$ cat config.mk
export PLATFORM = sky130hd
export DESIGN_NAME = usb_data_buffer
export DESIGN_NICKNAME = d
export VERILOG_FILES = /design/src/rtl/usb_buffer_pkg.sv /design/src/rtl/usb_buffer_ptr.sv /design/src/rtl/usb_data_buffer.sv
export SDC_FILE = /design/constraint.sdc
export NUM_CORES = 1
export LEC_CHECK = 0
export ABC_AREA = 1
export CAP_MARGIN = 15
export CORE_UTILIZATION = 45
export CTS_CLUSTER_SIZE = 24
export DETAILED_ROUTE_END_ITERATION = 8
export HOLD_SLACK_MARGIN = 0.02
export PLACE_DENSITY = 0.58
export SYNTH_ARGS = -nofsm -noshare
export SYNTH_HDL_FRONTEND = slang
export SYNTH_HIERARCHICAL = 1
export SYNTH_SLANG_ARGS = --single-unit
$ cat constraint.sdc
create_clock -name clk -period 2.9 [get_ports clk]
set_input_delay 0.435 -clock clk [delete_from_list [all_inputs] [get_ports clk]]
set_output_delay 0.435 -clock clk [all_outputs]
set_load 0.02 [all_outputs]
$ cat src/rtl/usb_buffer_pkg.sv
// Shared constants and types for the USB byte buffer.
package usb_buffer_pkg;
    localparam int unsigned BUF_DEPTH  = 64;
    localparam int unsigned BUF_DATA_W = 8;
    localparam int unsigned BUF_OCC_W  = $clog2(BUF_DEPTH) + 1;

    typedef logic [7:0] byte_t;
endpackage

$ cat src/rtl/usb_buffer_ptr.sv
// Wrapping FIFO pointer with increment enable and synchronous clear.
module usb_buffer_ptr
    import usb_buffer_pkg::*;
#(
    parameter int unsigned PTR_W = $clog2(BUF_DEPTH)
) (
    input  logic             clk,
    input  logic             rst,
    input  logic             clr,
    input  logic             inc,
    output logic [PTR_W-1:0] ptr
);

    logic [PTR_W-1:0] r_ptr;

    // Pointer width equals log2(DEPTH), so the natural overflow is the wrap.
    always_ff @(posedge clk) begin
        if (rst || clr) begin
            r_ptr <= '0;
        end else if (inc) begin
            r_ptr <= r_ptr + PTR_W'(1);
        end
    end

    assign ptr = r_ptr;

endmodule

$ cat src/rtl/usb_data_buffer.sv
// Shared first-word-fall-through byte FIFO between the AHB slave and the USB
// packet engines, with occupancy reporting, flush and a sticky error flag.
module usb_data_buffer
    import usb_buffer_pkg::*;
#(
    parameter int unsigned DEPTH  = BUF_DEPTH,
    parameter int unsigned DATA_W = BUF_DATA_W,
    parameter int unsigned OCC_W  = BUF_OCC_W
) (
    input  logic              clk,
    input  logic              rst,
    input  logic              clear,
    input  logic              store_tx_data,
    input  logic [DATA_W-1:0] tx_data,
    input  logic              get_rx_data,
    output logic [DATA_W-1:0] rx_data,
    input  logic              store_rx_packet_data,
    input  logic [DATA_W-1:0] rx_packet_data,
    input  logic              get_tx_packet_data,
    output logic [DATA_W-1:0] tx_packet_data,
    output logic [OCC_W-1:0]  buffer_occupancy,
    output logic              buf_full,
    output logic              buf_empty,
    output logic              buf_error
);

    localparam int unsigned PTR_W = $clog2(DEPTH);

    logic [DATA_W-1:0] r_mem [DEPTH];
    logic [OCC_W-1:0]  r_occ;
    logic              r_error;

    logic [PTR_W-1:0]  w_wr_ptr;
    logic [PTR_W-1:0]  w_rd_ptr;
    logic              w_empty;
    logic              w_full;
    logic              w_wr_req;
    logic              w_rd_req;
    logic              w_wr_en;
    logic              w_rd_en;
    logic              w_err_evt;
    logic [DATA_W-1:0] w_wr_data;
    logic [DATA_W-1:0] w_head;

    assign w_empty = (r_occ == '0);
    assign w_full  = (r_occ == OCC_W'(DEPTH));

    // AHB write has priority over the USB RX write on a collision.
    assign w_wr_req  = store_tx_data | store_rx_packet_data;
    assign w_wr_data = store_tx_data ? tx_data : rx_packet_data;
    assign w_rd_req  = get_rx_data | get_tx_packet_data;

    // A write at full is still accepted when a read frees the head slot.
    assign w_rd_en = ~rst & ~clear & w_rd_req & ~w_empty;
    assign w_wr_en = ~rst & ~clear & w_wr_req & (~w_full | w_rd_en);

    assign w_err_evt = (store_tx_data & store_rx_packet_data)
                     | (get_rx_data & get_tx_packet_data)
                     | (w_wr_req & w_full & ~w_rd_en)
                     | (w_rd_req & w_empty);

    usb_buffer_ptr #(.PTR_W(PTR_W)) u_wr_ptr (
        .clk (clk),
        .rst (rst),
        .clr (clear),
        .inc (w_wr_en),
        .ptr (w_wr_ptr)
    );

    usb_buffer_ptr #(.PTR_W(PTR_W)) u_rd_ptr (
        .clk (clk),
        .rst (rst),
        .clr (clear),
        .inc (w_rd_en),
        .ptr (w_rd_ptr)
    );

    // Storage is intentionally not reset; occupancy gates visibility.
    always_ff @(posedge clk) begin
        if (w_wr_en) begin
            r_mem[w_wr_ptr] <= w_wr_data;
        end
    end

    always_ff @(posedge clk) begin
        if (rst || clear) begin
            r_occ <= '0;
        end else begin
            case ({w_wr_en, w_rd_en})
                2'b10:   r_occ <= r_occ + OCC_W'(1);
                2'b01:   r_occ <= r_occ - OCC_W'(1);
                default: r_occ <= r_occ;
            endcase
        end
    end

    always_ff @(posedge clk) begin
        if (rst || clear) begin
            r_error <= 1'b0;
        end else if (w_err_evt) begin
            r_error <= 1'b1;
        end
    end

    assign w_head = w_empty ? '0 : r_mem[w_rd_ptr];

    assign rx_data          = w_head;
    assign tx_packet_data   = w_head;
    assign buffer_occupancy = r_occ;
    assign buf_full         = w_full;
    assign buf_empty        = w_empty;
    assign buf_error        = r_error;

endmodule

==> impl_metrics.ini <==
[logic_synthesis]
ys_seq_area_share_pct = 71.05
syn-mean-instance-area_um2 = 11.28
synth_cell_type_count = 33
synthDominantCellAreaShare_pct = 69.25
synth_fp_nets = 2000
yosys_warnings = 6
synth_seq_cells = 532
netlist_top_cells_area = edfxtp_1 (69%), nand2_1 (11%), nand3_1 (10%), dfxtp_1 (1.8%), clkbuf_1 (1.7%)
synthCells = 1969
yosys.area.top_type = edfxtp_1
syn_area_um2 = 22200

[final_layout]
stdcell_count = 2847
layout.nets = 2168
final_area_um2 = 28210
drive_gt1_share_pct = 22.95
syn2layout_area_growth_pct = 27.04
fillCellCount = 4016
finish.utilization_pct = 57.74
diodes = 0

[setup_path]
r2r_slack_ns = 0.59
cp-startpoint = u_rd_ptr/ptr[0]$_SDFFE_PP0P_
path_class = reg -> out
cp.arrival_ns = 2.59
path_max_fanout = 8
regToRegStartpoint = buffer_occupancy[4]$_SDFFE_PN0P_
cp-end-kind = output pin
timing.rr.end = buffer_occupancy[6]$_SDFFE_PN0P_
rr_worst_depth = 14
cp-start-kind = flop
required_ns = 2.47

[global_route]
grt_pass1_wl_um = 89950
grt_max_degree = 65
gr-usage-all-layers_pct = 23.94
antenna_found_initial = 0
grt_pass1_vias = 14928
globalRouteOverflowTotal = 0

[timing]
fin_skew_ns = 0.01671
setup_viol = 16
finalCriticalPeriod_ns = 3.024
tightest_slew_ns = 1.078
fin_crit_sh_pct = 104.3
timing.hold.ws_ns = 0.5420
finalHoldViolations = 0
slew_viol_final = 0
relSlewSlack_pct = 28.07
rsz0062_at_grt = true
tns_ns = -1.112
worst_slack_ns = -0.1238
max_freq_ghz = 0.3307

[floorplan]
die_h_um = 224.1
ios = 49
dieArea_um2 = 50230
dieWidth_um = 224.1
rows = 81
fp.coreArea_um2 = 48850
initial_core_util_pct = 45.45

[worst_hold_path]
worstHoldPathCells = 1
min_to = buffer_occupancy[0]$_SDFFE_PN0P_
worstHoldPathType = reg -> reg
min_from = buffer_occupancy[0]$_SDFFE_PN0P_

[place]
gp_congestion = 0.8605
place_area_um2 = 24430
io_buffers = 48
dpl.hpwl_um = 34150
dp.cells = 2699
preCtsSetupSlack_ns = -0.09986

[pwr]
p_leak_nw = 10.27
power_density_nw_per_um2 = 572.0
p_total_mw = 16.13
peakVddDrop_mv = 0.4538

[clocking]
clk_pin_slew_ns = 0.06
htreeDepth = 2
cts_buffer_depth = 3
worstSkewPairLatency_ns = 0.61
cts.sinks = 532
root_buffer = clkbuf_16
cts_tree = built
cts_buffers = 56

[drt]
wl_per_cell_um = 21.45
drc = 0
first_pass_iters = 5
vias = 15572
postRouteAntennaNets = 0
routed_wl_um = 61070
viasPerCell = 5.470
drtIter0Drc = 1441

[outcome]
violations = negative setup slack
status = complete, but fails checks

[run]
maxCapViolCount = 0
==> sequential cells by signal, indices dropped and copies added, names as in the netlist <==
| signal | count |
|---|---|
| buffer_occupancy | 7 |
| u_rd_ptr/ptr | 6 |
| u_wr_ptr/ptr | 6 |
| r_mem | 512 |
| buf_error | 1 |
==> where the power goes <==
part	internal [mW]	leakage, nW	switching, mW
Clock	3.87	0.837	2.95
Sequential	8.49	4.77	0.0109
Combinational	0.284	4.67	0.532
Total	12.6	10.3	3.49
==> worst max path at each step <==
stage,to,slack [ns],depth (start not counted)
3_5_place_dp,tx_packet_data[2],-0.1,12
5_1_grt,rx_data[1],-0.21,13
3_3_place_gp,tx_packet_data[2],-0.07,12
4_1_cts,rx_data[1],-0.11,15
2_1_floorplan,r_mem[0][0]$_DFFE_PP_,0.22,8
6_report,rx_data[1],-0.12,13
==> cells in the final DEF (no fill, tap or decap), types with 13 or more instances in the layout <==
master / synthesis / layout
nand2_1: 665 / 600
edfxtp_1: 512 / 512
nand3_1: 449 / 327
nand3_2: 1 / 107
buf_4: 8 / 99
nor2_1: 91 / 90
clkbuf_16: 0 / 69
nand2_2: 2 / 65
buf_12: 0 / 33
clkdlybuf4s50_1: 0 / 31
buf_6: 0 / 30
inv_1: 25 / 23
clkbuf_1: 98 / 19
buf_16: 0 / 18
dfxtp_1: 20 / 17
nand3_4: 0 / 16
o21ai_0: 14 / 14
clkinv_1: 1 / 14
a21oi_1: 21 / 13
==> cells in the mapped netlist <==
library cell,instances
clkbuf_1,98
buf_1,13
a21oi_2,2
o21a_1,1
nand2_1,665
nand3_2,1
a31oi_1,2
nand4_4,8
inv_1,25
and2_1,1
a21oi_1,21
buf_4,8
nor2_1,91
nand4_1,3
nand3_1,449
xnor2_1,2
o21bai_1,1
edfxtp_1,512
a221oi_1,1
fa_1,1
nor3_4,1
o21ai_2,1
o21ai_0,14
buf_2,1
inv_2,2
ha_1,7
xor2_1,2
nor2_4,4
mux2_2,8
clkinv_1,1
nand2_2,2
dfxtp_1,20
nor2_2,1
==> worst max-delay path: stages (launching register included) <==
cell and delay [ns]:
dfxtp_4 0.37, buf_12 0.18, buf_16 0.17, clkbuf_16 0.17, nand2_2 0.05, nand3_2 0.07, nand3_2 0.08, nand2_1 0.10
nand2_1 0.08, nand3_2 0.12, nand3_4 0.12, a21oi_2 0.18, buf_4 0.14, buf_6 0.11
==> cell families (layout without fill, tap and decap cells) <==
| group | Yosys count | in the layout | synth area share [%] |
|---|---|---|---|
| simple gates | 1226 | 1226 | 24.19 |
| flops | 532 | 532 | 71.05 |
| buf+inv | 148 | 362 | 2.643 |
| compound gates | 43 | 43 | 1.071 |
| fa+ha+maj | 8 | 8 | 0.4846 |
| mux | 8 | 8 | 0.4058 |
| xor+xnor | 4 | 4 | 0.1578 |
==> repair_timing <==
action,4_1_cts,5_1_grt
pin swaps,45,107
hold buffers,0,0
gates resized for setup,212,168
buffers inserted,14,6
endpoints found under the setup margin,16,17
gates cloned,15,14
==> layout make-up <==
| cell class | count | area, µm² | area share, % |
|---|---|---|---|
| inverter | 28 | 133.9 | 0.4746 |
| clock inverter | 27 | 212.7 | 0.7541 |
| timing repair buffer | 228 | 2930 | 10.39 |
| clock buffer | 77 | 1500 | 5.319 |
| sequential | 532 | 15780 | 55.96 |
| multi-input combinational | 1289 | 6792 | 24.08 |
| tap | 664 | 830.8 | 2.945 |
| timing repair inverter | 2 | 22.52 | 0.07985 |
==> layer usage <==
layer  up-vias  wire length, µm  global-route usage [%]
met5         -                0                       0
met4         0             1342                   6.827
met3        88             4352                   4.368
met2       517            29610                   38.91
met1      7712            25760                   32.96
li1       7255                -                       -
No activity file was read; power rests on OpenSTA's default activity.
